==> src/rtl/lcd_timing_gen_pkg.sv <==
// lcd_pkg: shared pattern/colour types and default 480x272 panel timing
package lcd_pkg;
  typedef enum logic [1:0] {PAT_BAR, PAT_RAMP, PAT_CHECK, PAT_SOLID} pattern_e;
  typedef struct packed {
    logic [4:0] r;
    logic [5:0] g;
    logic [4:0] b;
  } rgb565_t;
  localparam int DEF_H_ACTIVE = 480;
  localparam int DEF_H_FP     = 8;
  localparam int DEF_H_SYNC   = 4;
  localparam int DEF_H_BP     = 43;
  localparam int DEF_V_ACTIVE = 272;
  localparam int DEF_V_FP     = 8;
  localparam int DEF_V_SYNC   = 4;
  localparam int DEF_V_BP     = 12;
endpackage

==> src/rtl/lcd_timing_gen_if.sv <==
// lcd_timing_gen_if: panel pad bundle plus coordinate/frame side-band
// master drives DE/HSYNC/VSYNC/RGB565, pix_x/pix_y, frame_start, frame_count; slave observes
interface lcd_timing_gen_if #(parameter int CNT_W = 11);
  logic             LCD_DE;
  logic             LCD_HSYNC;
  logic             LCD_VSYNC;
  logic [4:0]       LCD_R;
  logic [5:0]       LCD_G;
  logic [4:0]       LCD_B;
  logic [CNT_W-1:0] pix_x;
  logic [CNT_W-1:0] pix_y;
  logic             frame_start;
  logic [15:0]      frame_count;
  modport master(output LCD_DE, LCD_HSYNC, LCD_VSYNC, LCD_R, LCD_G, LCD_B, pix_x, pix_y, frame_start, frame_count);
  modport slave(input LCD_DE, LCD_HSYNC, LCD_VSYNC, LCD_R, LCD_G, LCD_B, pix_x, pix_y, frame_start, frame_count);
endinterface

==> src/rtl/lcd_timing_gen_pattern_gen.sv <==
// lcd_pattern_gen: test pattern colour for the current active pixel
// PixelClk/nRST clock and async reset; de_i advances the bar/ramp accumulators; x_i/y_i active coords;
// sel_i/solid_i shadowed pattern choice; rgb_o combinational colour
module lcd_pattern_gen
  import lcd_pkg::*;
#(
  parameter int H_ACTIVE = DEF_H_ACTIVE,
  parameter int CHK_LOG2 = 4,
  parameter int CNT_W    = 11
) (
  input  logic             PixelClk,
  input  logic             nRST,
  input  logic             de_i,
  input  logic [CNT_W-1:0] x_i,
  input  logic [CNT_W-1:0] y_i,
  input  pattern_e         sel_i,
  input  rgb565_t          solid_i,
  output rgb565_t          rgb_o
);
  localparam int BAR_W = H_ACTIVE / 16;
  localparam logic [CNT_W+1:0] H1 = (CNT_W+2)'(H_ACTIVE);
  localparam logic [CNT_W+1:0] H2 = (CNT_W+2)'(2 * H_ACTIVE);
  localparam logic [CNT_W+1:0] H3 = (CNT_W+2)'(3 * H_ACTIVE);
  localparam logic [CNT_W+1:0] H4 = (CNT_W+2)'(4 * H_ACTIVE);
  logic [CNT_W-1:0] pos_q, pos_d, rem_q, rem_d;
  logic [3:0]       bar_q, bar_d;
  logic [5:0]       g_q, g_d;
  logic [CNT_W+1:0] s, rem_n;
  logic [2:0]       g_inc;
  logic             adv, bar_end, chk;
  rgb565_t          bar_c, ramp_c;
  // accumulators track x of the current pixel; they clear in blanking and after the last pixel of a line
  // ramp keeps x*64 = g*H_ACTIVE + rem; since H_ACTIVE >= 16 a step adds at most 4 to g
  always_comb begin
    adv     = de_i && x_i != CNT_W'(H_ACTIVE - 1);
    bar_end = pos_q == CNT_W'(BAR_W - 1);
    pos_d   = (adv && !bar_end) ? pos_q + 1'b1 : '0;
    bar_d   = !adv ? '0 : (bar_end && bar_q != 4'd15) ? bar_q + 1'b1 : bar_q;
    s       = (CNT_W+2)'(rem_q) + (CNT_W+2)'(64);
    rem_n   = s >= H4 ? s - H4 : s >= H3 ? s - H3 : s >= H2 ? s - H2 : s >= H1 ? s - H1 : s;
    g_inc   = s >= H4 ? 3'd4 : s >= H3 ? 3'd3 : s >= H2 ? 3'd2 : s >= H1 ? 3'd1 : 3'd0;
    rem_d   = adv ? CNT_W'(rem_n) : '0;
    g_d     = adv ? g_q + 6'(g_inc) : '0;
    bar_c.r = bar_q < 4'd5 ? 5'd1 << bar_q : '0;
    bar_c.g = (bar_q >= 4'd5 && bar_q < 4'd11) ? 6'd1 << (bar_q - 4'd5) : '0;
    bar_c.b = bar_q >= 4'd11 ? 5'd1 << (bar_q - 4'd11) : '0;
    ramp_c  = {g_q[5:1], g_q, g_q[5:1]};
    chk     = |(((x_i ^ y_i) >> CHK_LOG2) & CNT_W'(1));
    rgb_o   = sel_i == PAT_BAR ? bar_c : sel_i == PAT_RAMP ? ramp_c : sel_i == PAT_CHECK ? {16{chk}} : solid_i;
  end
  always_ff @(posedge PixelClk or negedge nRST) begin
    if (!nRST) begin
      pos_q <= '0;
      bar_q <= '0;
      rem_q <= '0;
      g_q   <= '0;
    end else begin
      pos_q <= pos_d;
      bar_q <= bar_d;
      rem_q <= rem_d;
      g_q   <= g_d;
    end
  end
endmodule

==> src/rtl/lcd_timing_gen.sv <==
// lcd_timing_gen: parametrised RGB565 panel timing with test patterns and frame strobes
// PixelClk pixel clock; nRST async active-low reset; pattern_sel/solid_rgb pattern choice (latched at frame start);
// lcd master bundle: DE/HSYNC/VSYNC/RGB, pix_x/pix_y, frame_start, frame_count, all registered
module lcd_timing_gen
  import lcd_pkg::*;
#(
  parameter int H_ACTIVE     = DEF_H_ACTIVE,
  parameter int H_FP         = DEF_H_FP,
  parameter int H_SYNC       = DEF_H_SYNC,
  parameter int H_BP         = DEF_H_BP,
  parameter int V_ACTIVE     = DEF_V_ACTIVE,
  parameter int V_FP         = DEF_V_FP,
  parameter int V_SYNC       = DEF_V_SYNC,
  parameter int V_BP         = DEF_V_BP,
  parameter int SYNC_ACT_LOW = 1,
  parameter int CHK_LOG2     = 4,
  parameter int CNT_W        = 11
) (
  input  logic              PixelClk,
  input  logic              nRST,
  input  logic [1:0]        pattern_sel,
  input  logic [15:0]       solid_rgb,
  lcd_timing_gen_if.master  lcd
);
  localparam int H_TOTAL = H_SYNC + H_BP + H_ACTIVE + H_FP;
  localparam int V_TOTAL = V_SYNC + V_BP + V_ACTIVE + V_FP;
  localparam int H_A0 = H_SYNC + H_BP;
  localparam int V_A0 = V_SYNC + V_BP;
  localparam logic SYNC_IDLE = SYNC_ACT_LOW != 0;
  if (H_TOTAL >= 2**CNT_W || V_TOTAL >= 2**CNT_W || H_ACTIVE < 16) begin : g_bad_cfg
    $fatal(1, "lcd_timing_gen: timing does not fit CNT_W or H_ACTIVE < 16");
  end
  logic [CNT_W-1:0] h_q, h_d, v_q, v_d, x, y;
  logic [15:0]      fc_q, fc_d;
  pattern_e         sel_q;
  rgb565_t          solid_q, pat, rgb_d;
  logic             h_wrap, v_wrap, de, frame0;
  always_comb begin
    h_wrap = h_q == CNT_W'(H_TOTAL - 1);
    v_wrap = v_q == CNT_W'(V_TOTAL - 1);
    h_d    = h_wrap ? '0 : h_q + 1'b1;
    v_d    = !h_wrap ? v_q : v_wrap ? '0 : v_q + 1'b1;
    fc_d   = fc_q + 16'(h_wrap && v_wrap);
    de     = h_q >= CNT_W'(H_A0) && h_q < CNT_W'(H_A0 + H_ACTIVE) && v_q >= CNT_W'(V_A0) && v_q < CNT_W'(V_A0 + V_ACTIVE);
    x      = de ? h_q - CNT_W'(H_A0) : '0;
    y      = de ? v_q - CNT_W'(V_A0) : '0;
    frame0 = h_q == '0 && v_q == '0;
    rgb_d  = de ? pat : '0;
  end
  lcd_pattern_gen #(.H_ACTIVE(H_ACTIVE), .CHK_LOG2(CHK_LOG2), .CNT_W(CNT_W)) u_pat (
    .PixelClk(PixelClk),
    .nRST(nRST),
    .de_i(de),
    .x_i(x),
    .y_i(y),
    .sel_i(sel_q),
    .solid_i(solid_q),
    .rgb_o(pat)
  );
  // the shadow updates only at (0,0), which lies in blanking, so a whole frame uses one pattern
  always_ff @(posedge PixelClk or negedge nRST) begin
    if (!nRST) begin
      h_q             <= '0;
      v_q             <= '0;
      fc_q            <= '0;
      sel_q           <= PAT_BAR;
      solid_q         <= '0;
      lcd.LCD_DE      <= 1'b0;
      lcd.LCD_HSYNC   <= SYNC_IDLE;
      lcd.LCD_VSYNC   <= SYNC_IDLE;
      lcd.LCD_R       <= '0;
      lcd.LCD_G       <= '0;
      lcd.LCD_B       <= '0;
      lcd.pix_x       <= '0;
      lcd.pix_y       <= '0;
      lcd.frame_start <= 1'b0;
      lcd.frame_count <= '0;
    end else begin
      h_q             <= h_d;
      v_q             <= v_d;
      fc_q            <= fc_d;
      sel_q           <= frame0 ? pattern_e'(pattern_sel) : sel_q;
      solid_q         <= frame0 ? rgb565_t'(solid_rgb) : solid_q;
      lcd.LCD_DE      <= de;
      lcd.LCD_HSYNC   <= h_q < CNT_W'(H_SYNC) ? ~SYNC_IDLE : SYNC_IDLE;
      lcd.LCD_VSYNC   <= v_q < CNT_W'(V_SYNC) ? ~SYNC_IDLE : SYNC_IDLE;
      lcd.LCD_R       <= rgb_d.r;
      lcd.LCD_G       <= rgb_d.g;
      lcd.LCD_B       <= rgb_d.b;
      lcd.pix_x       <= x;
      lcd.pix_y       <= y;
      lcd.frame_start <= frame0;
      lcd.frame_count <= fc_d;
    end
  end
endmodule

==> src/flat_wrapper.sv <==
// flat-port wrapper written by rule: the top's interface ports become plain ports
module lcd_timing_gen_flat import lcd_pkg::*;
#(
  parameter int H_ACTIVE     = DEF_H_ACTIVE,
  parameter int H_FP         = DEF_H_FP,
  parameter int H_SYNC       = DEF_H_SYNC,
  parameter int H_BP         = DEF_H_BP,
  parameter int V_ACTIVE     = DEF_V_ACTIVE,
  parameter int V_FP         = DEF_V_FP,
  parameter int V_SYNC       = DEF_V_SYNC,
  parameter int V_BP         = DEF_V_BP,
  parameter int SYNC_ACT_LOW = 1,
  parameter int CHK_LOG2     = 4,
  parameter int CNT_W        = 11
)
  (PixelClk, nRST, pattern_sel, solid_rgb, lcd_LCD_DE, lcd_LCD_HSYNC, lcd_LCD_VSYNC, lcd_LCD_R, lcd_LCD_G, lcd_LCD_B, lcd_pix_x, lcd_pix_y, lcd_frame_start, lcd_frame_count);
  lcd_timing_gen_if #(.CNT_W(CNT_W)) lcd_i ();
  input  logic PixelClk;
  input  logic nRST;
  input  logic [1:0] pattern_sel;
  input  logic [15:0] solid_rgb;
  output wire logic [$bits(lcd_i.LCD_DE)-1:0] lcd_LCD_DE;
  output wire logic [$bits(lcd_i.LCD_HSYNC)-1:0] lcd_LCD_HSYNC;
  output wire logic [$bits(lcd_i.LCD_VSYNC)-1:0] lcd_LCD_VSYNC;
  output wire logic [$bits(lcd_i.LCD_R)-1:0] lcd_LCD_R;
  output wire logic [$bits(lcd_i.LCD_G)-1:0] lcd_LCD_G;
  output wire logic [$bits(lcd_i.LCD_B)-1:0] lcd_LCD_B;
  output wire logic [$bits(lcd_i.pix_x)-1:0] lcd_pix_x;
  output wire logic [$bits(lcd_i.pix_y)-1:0] lcd_pix_y;
  output wire logic [$bits(lcd_i.frame_start)-1:0] lcd_frame_start;
  output wire logic [$bits(lcd_i.frame_count)-1:0] lcd_frame_count;
  assign lcd_LCD_DE = lcd_i.LCD_DE;
  assign lcd_LCD_HSYNC = lcd_i.LCD_HSYNC;
  assign lcd_LCD_VSYNC = lcd_i.LCD_VSYNC;
  assign lcd_LCD_R = lcd_i.LCD_R;
  assign lcd_LCD_G = lcd_i.LCD_G;
  assign lcd_LCD_B = lcd_i.LCD_B;
  assign lcd_pix_x = lcd_i.pix_x;
  assign lcd_pix_y = lcd_i.pix_y;
  assign lcd_frame_start = lcd_i.frame_start;
  assign lcd_frame_count = lcd_i.frame_count;
  lcd_timing_gen #(.H_ACTIVE(H_ACTIVE), .H_FP(H_FP), .H_SYNC(H_SYNC), .H_BP(H_BP), .V_ACTIVE(V_ACTIVE), .V_FP(V_FP), .V_SYNC(V_SYNC), .V_BP(V_BP), .SYNC_ACT_LOW(SYNC_ACT_LOW), .CHK_LOG2(CHK_LOG2), .CNT_W(CNT_W)) u_core (.PixelClk(PixelClk), .nRST(nRST), .pattern_sel(pattern_sel), .solid_rgb(solid_rgb), .lcd(lcd_i));
endmodule
==> config.mk <==
export PLATFORM = sky130hd
export DESIGN_NAME = lcd_timing_gen_flat
export DESIGN_NICKNAME = d
export VERILOG_FILES = /design/src/rtl/lcd_timing_gen_pkg.sv /design/src/rtl/lcd_timing_gen_if.sv /design/src/rtl/lcd_timing_gen_pattern_gen.sv /design/src/rtl/lcd_timing_gen.sv /design/src/flat_wrapper.sv
export SDC_FILE = /design/constraint.sdc
export NUM_CORES = 1
export LEC_CHECK = 0
export CORE_ASPECT_RATIO = 0.8
export CORE_MARGIN = 2
export CORE_UTILIZATION = 51
export DETAILED_ROUTE_END_ITERATION = 10
export PLACE_DENSITY = 0.86
export SETUP_SLACK_MARGIN = 0.2
export SLEW_MARGIN = 20
export SYNTH_ARGS = -nofsm -noshare
export SYNTH_HDL_FRONTEND = slang
export SYNTH_SLANG_ARGS = --single-unit
==> constraint.sdc <==
create_clock -name PixelClk -period 3.5 [get_ports PixelClk]
set_clock_uncertainty 0.1 [all_clocks]
set_input_delay 0.525 -clock PixelClk [delete_from_list [all_inputs] [get_ports PixelClk]]
set_output_delay 0.525 -clock PixelClk [all_outputs]
set_load 0.05 [all_outputs]
==> results.yml <==
route:
  antenna_left: 0
  viasPerCell: 5.67
  post_drt_wl_per_cell_um: 15.6
  num_vias: 5424
  drt_iter0_drc: 578
  finalWirelength_um: 14900
  first_pass_iters: 5
  remaining_drc_errors: 0
synthesis:
  synth_top_area_cell: "dfrtp_1"
  avgSynthCellArea_um2: 9.32
  synth_ff_type: "dfrtp_1"
  syn_inst: 699
  synth_nets: 754
  async_reset_ff_frac: 1.00
  synthDistinctLibCells: 55
  synth_area_leaders: "dfrtp_1 47%, ha_1 6.5%, nor2_1 5.5%, xnor2_1 5.5%, nand2_1 4.7%"
  synth_top_cell_area_share: 0.473
  seq_area_frac_synth: 0.481
  syn_area_um2: 6510
  synth_edf_count: 0
  ys_ff_latch: 125
  yosysWarnings: 0
critical_path:
  cp_common_cell: "ha_1"
  r2r_setup_slack_ns: 0.39
  r2r-end: "u_core.u_pat.g_q[4]$_DFF_PN0_"
  critPathLaunchType: "flip-flop"
  criticalPathCategory: "reg2reg"
  crit_path_end_kind: "flip-flop"
  slowest_delay_ns: 0.46
  worstPathArrival_ns: 3.31
  path_buf_inv: 1
  cp_data_required_time_ns: 3.69
  regToRegStartpoint: "u_core.u_pat.rem_q[6]$_DFFE_PN0P_"
  path_cells: "ha_1, buf_4, and3_1, a311o_1, nor3_4, a211oi_2, ha_1, fa_1, a21oi_1, nor2b_1, xnor2_1, nor2_1"
  cp_slowest_cell: "dfrtp_2"
  cp_max_fo: 9
  ff2ff_path_depth: 12
  critPathTopFamily: "adder cells"
power:
  vdd_drop_max_mv: 0.401
  power.density_nw_per_um2: 425
  static-leakage-power_nw: 3.64
  p_total_mw: 3.46
floorplan:
  ios: 78
  fp.dieW_um: 130
  initial_core_util: 0.528
  dieArea_um2: 13700
  rows: 36
  die_h_um: 105
  fp.coreArea_um2: 12300
sta:
  rsz0062_at_grt: "true"
  period_minus_slack_ns: 3.11
  fin_crit_sh: 0.890
  setup_slack_ns: 0.385
  drv_slew: 0
  slew_headroom: 0.464
  setup-violations-final: 0
  finalHoldViolations: 0
  whs_ns: 0.373
  worstMarginPinSlew_ns: 0.796
  tns_ns: 0
  fmax_mhz: 321
finish:
  finalNonFillerCells: 956
  antenna_cells: 0
  finalInstanceArea_um2: 8150
  drive_above_1_share: 0.0866
  fin_util: 0.661
  final_net_count: 827
  area_delta_synth_final_pct: 25.2
  final_common_cell: "dfrtp_1"
  fillers: 952
  layout_common_cells: "120 x dfrtp_1, 95 x nor2_1, 82 x nand2_1"
placement:
  port_buffers: 77
  postPlaceCellArea_um2: 7440
  dpl.hpwl_um: 9500
  dpl_worst_slack_ns: 0.153
  place.gp.congestion: 0.977
  placed_cells: 922
cts:
  htree_levels: 4
  root_buffer: "clkbuf_16"
  clkTransAtPathRegs_ns: 0.06
  cts_buffer_depth: 2
  clk_latency_ns: 0.41
  cts_sinks: 125
  cts_tree: "yes"
  cts_buffers: 17
grt:
  grt_pass1_wl_um: 25200
  antenna_found_initial: 0
  overflow: 0
  grt_pass1_vias: 5241
  grt_max_degree: 90
  track_usage: 0.231
hold_path:
  hold_class: "reg2reg"
  worstHoldStart: "u_core.solid_q[7]$_DFFE_PN0P_"
  whs_path_depth: 2
  holdPathEnd: "u_core.solid_q[7]$_DFFE_PN0P_"
outcome:
  outcome: "finished, final reports clean"
run:
  max_cap_viol_count: 0
## worst max path at each step
| stage | end | slack (ns) | cells after the start | from |
|---|---|---|---|---|
| 2_1_floorplan | u_core.u_pat.g_q[4]$_DFF_PN0_ | 0.23 | 15 | u_core.u_pat.rem_q[6]$_DFFE_PN0P_ |
| 3_3_place_gp | u_core.u_pat.g_q[4]$_DFF_PN0_ | 0.32 | 13 | u_core.u_pat.rem_q[6]$_DFFE_PN0P_ |
| 3_5_place_dp | u_core.u_pat.g_q[4]$_DFF_PN0_ | 0.15 | 13 | u_core.u_pat.rem_q[6]$_DFFE_PN0P_ |
| 4_1_cts | u_core.u_pat.g_q[4]$_DFF_PN0_ | 0.23 | 12 | u_core.u_pat.rem_q[6]$_DFFE_PN0P_ |
| 5_1_grt | u_core.u_pat.g_q[4]$_DFF_PN0_ | 0.16 | 13 | u_core.u_pat.rem_q[6]$_DFFE_PN0P_ |
| 6_report | u_core.u_pat.g_q[4]$_DFF_PN0_ | 0.39 | 12 | u_core.u_pat.rem_q[6]$_DFFE_PN0P_ |
## routing by layer
layer	share of wire	GRT usage	up-vias
met5	0	0	-
met4	0.020	0.0775	0
met3	0.065	0.0579	39
met2	0.46	0.343	235
met1	0.46	0.331	2608
li1	-	-	2542
## power breakdown
| group | total [mW] | switching, mW | internal, mW |
|---|---|---|---|
| logic | 0.0868 | 0.0518 | 0.0349 |
| registers | 1.47 | 0.0113 | 1.46 |
| clock network | 1.91 | 0.680 | 1.23 |
| total | 3.46 | 0.743 | 2.72 |
## final cells by class
cell class                 instances  area, µm²  share of cell area
clock buffer                      18        439              0.0539
clock inverter                    14        208              0.0255
inverter                          24       90.1              0.0110
multi-input combinational        513       3180               0.390
sequential                       125       3130               0.384
tap                              171        214              0.0262
timing repair buffer              91        888               0.109
## flip-flops by register name, indices dropped and copies added (netlist names), 6 cells and up
signal	count
u_core.u_pat.pos_q	11
u_core.lcd.LCD_G	6
u_core.lcd.pix_y	11
u_core.solid_q	16
u_core.v_q	11
u_core.lcd.frame_count	16
u_core.h_q	11
u_core.u_pat.rem_q	6
u_core.lcd.pix_x	11
u_core.u_pat.g_q	6
## logic make-up after synthesis
logic type               Yosys count  synth area share
AND/OR/NAND/NOR                  300             0.213
flip-flops                       125             0.481
AO/OA/AOI/OAI                    111             0.109
XOR/XNOR                          63            0.0847
buffers and inverters             61            0.0382
adder cells (fa/ha/maj)           35            0.0684
multiplexers                       4           0.00634
## tightest hold or removal path, delay by kind of cell, from the launching register on
kind | cells | cell delay (ns)
flops | 1 | 0.34
simple gates | 2 | 0.10
## timing repair
item / CTS / global route
hold endpoints to repair: 36 / 0
hold buffers: 1 / 0
buffers inserted: 0 / 1
pin swaps: 0 / 2
resized for setup: 4 / 8
setup endpoints to repair: 2 / 5
## synth_stat cells, drive strengths merged (4+ instances only)
cell type,number
dfrtp,123
nor2,96
nand2,82
xnor2,41
a21oi,34
ha,34
nand3,32
clkbuf,29
inv,23
o21ai,22
xor2,22
nor3,20
and3,15
o22ai,14
and2,8
buf,8
nand4,8
or3,8
nor4,7
a211oi,6
nor2b,6
a31oi,5
o31ai,4
or2,4
Power figures use the tool's default switching activity.
==> variant (config.mk and constraints unchanged) <==
`SYNC_ACT_LOW` is set to 1 in 2 places; all go to 0.
--- a/src/rtl/lcd_timing_gen.sv
+++ b/src/rtl/lcd_timing_gen.sv
@@ -14,3 +14,3 @@
   parameter int V_BP         = DEF_V_BP,
-  parameter int SYNC_ACT_LOW = 1,
+  parameter int SYNC_ACT_LOW = 0,
   parameter int CHK_LOG2     = 4,
--- a/src/flat_wrapper.sv
+++ b/src/flat_wrapper.sv
@@ -11,3 +11,3 @@
   parameter int V_BP         = DEF_V_BP,
-  parameter int SYNC_ACT_LOW = 1,
+  parameter int SYNC_ACT_LOW = 0,
   parameter int CHK_LOG2     = 4,
Check against the original RTL: not equivalent (a bounded check fails within 4 cycles, from zero or initial values and one cycle with nRST low).
==> variant against the original RTL <==
  * Sequential share of layout area about the same
  * Global-route usage down 0.20 points
  * Setup slack worse by 0.0033 ns
  * Clock power down 9%
  * Cell area down 0.15%
  * Count of clock-buffer cells in the layout up 1
  * Synthesized area up 1.6%
  * Via count down 4.8%
  * First-iteration DRC count down 38%
  * Total power down 4.6%
  * Critical path depth up 1
  * Wire length up 2.8%
  * Sequential cell count unchanged
  * Largest cell class unchanged
  * Largest power group unchanged
==> variant: results (changes against the original RTL) <==
wl_met2_um: 7230  # was 6870 um
synthTopCellsByArea: "dfrtp_1, ha_1, nor2_1"  # unchanged
synth_mux_area_frac: 0.0414  # was 0.00634
synth.net_count: 703  # was 754
synth_fa_ha_area_frac: 0.0688  # was 0.0684
gp_congestion: 0.994  # was 0.977
drt_first_pass_iters: 7  # was 5
status: "finished, final reports clean"  # unchanged
crit_fanout: 5  # was 9
relSlewSlack: 0.546  # was 0.464
final_cells: 911  # was 956
seq_area_frac_synth: 0.473  # was 0.481
dpl-instance-area_mm2: 0.00751  # was 0.00744 mm^2
fin_nets: 778  # was 827
yosys.area_share.xor_xnor: 0.0794  # was 0.0847
hold_depth: 1  # was 2
vdd.ir_drop.worst_mv: 0.329  # was 0.401 mV
slowest_stage: "fa_1"  # was dfrtp_2
p_int_mw: 2.58  # was 2.72 mW
wl_met1_um: 6940  # was 6800 um
route.met3.wl_um: 823  # was 974 um
grt_max_degree: 89  # was 90
routed_wl_um: 15400  # was 14900 um
syn_area_per_cell_um2: 10.2  # was 9.32 um^2
dp_hpwl_um: 10400  # was 9500 um
grt_use_met1: 0.301  # was 0.331
reg2reg_depth: 13  # was 12
synth_common_cells: "dfrtp_1, nor2_1, xnor2_1"  # was dfrtp_1, nor2_1, nand2_1
synth.distinct_cells: 72  # was 55
grt_pass1_vias: 5169  # was 5241
hold_start: "u_core.lcd.frame_count[15]$_DFF_PN0_"  # was u_core.solid_q[7]$_DFFE_PN0P_
globalRouteTotalUtil: 0.229  # was 0.231
hold_end: "u_core.lcd.frame_count[15]$_DFF_PN0_"  # was u_core.solid_q[7]$_DFFE_PN0P_
leakage_nw: 3.67  # was 3.64 nW
synth-compound-area-share: 0.109  # about the same
critPathMaxStageDelay_ns: 0.42  # was 0.46 ns
drt-vias-per-instance: 5.67  # about the same
grtUsageMet3: 0.0625  # was 0.0579
variant: cell types whose count changed after synthesis, moves of 9 or more:
| cell | before | now |
|---|---|---|
| a21oi_1 | 34 | 23 |
| clkbuf_1 | 29 | 20 |
| mux2_2 | 1 | 11 |
| nand2_1 | 82 | 33 |
| nor2_1 | 96 | 82 |
variant: power groups by stage:
stage	Sequential [mW]	Combinational [mW]	Clock (mW)
after detailed placement	1.49	0.0897	0
after global routing	1.47	0.101	1.84
after floorplan	1.49	0.0350	0
final	1.47	0.0889	1.74
after global placement	1.49	0.0862	0
after CTS	1.47	0.0909	1.77
variant: final cells by class:
class,count,area share
multi-input combinational,462,0.396
sequential,125,0.384
timing repair buffer,89,0.107
clock buffer,19,0.0556
tap,175,0.0269
clock inverter,13,0.0171
inverter,28,0.0132
variant: worst reg2reg max path, cell delays in order (launching register included):
cell and delay, ns:
dfrtp_1 0.40, inv_1 0.10, ha_2 0.37, inv_1 0.10, ha_2 0.22, a22oi_2 0.23, a21boi_1 0.14, o221a_2 0.28
ha_1 0.22, fa_1 0.42, a21oi_1 0.14, nor2b_1 0.06, xnor2_1 0.12, nor2_1 0.06
variant: cells by family after synthesis:
family	count (synthesis)
buffers and inverters	61
AO/OA/AOI/OAI	102
AND/OR/NAND/NOR	242
multiplexers	22
adder cells (fa/ha/maj)	36
flip-flops	125
XOR/XNOR	60
variant: through the flow:
step	worst slack (ns)	hold WS, ns	utilization
6_report	0.382	0.368	0.637
5_1_grt	0.202	0.413	0.637
4_1_cts	0.273	0.374	0.635
3_5_place_dp	0.299	0.362	0.587
3_3_place_gp	0.355	0.360	0.587
2_1_floorplan	0.223	0.129	-
variant: what timing repair did:
item,CTS,global route
hold buffers,1,0
setup buffers,0,2
gates resized for setup,0,5
endpoints found under the hold margin,37,0
setup endpoints to repair,0,2
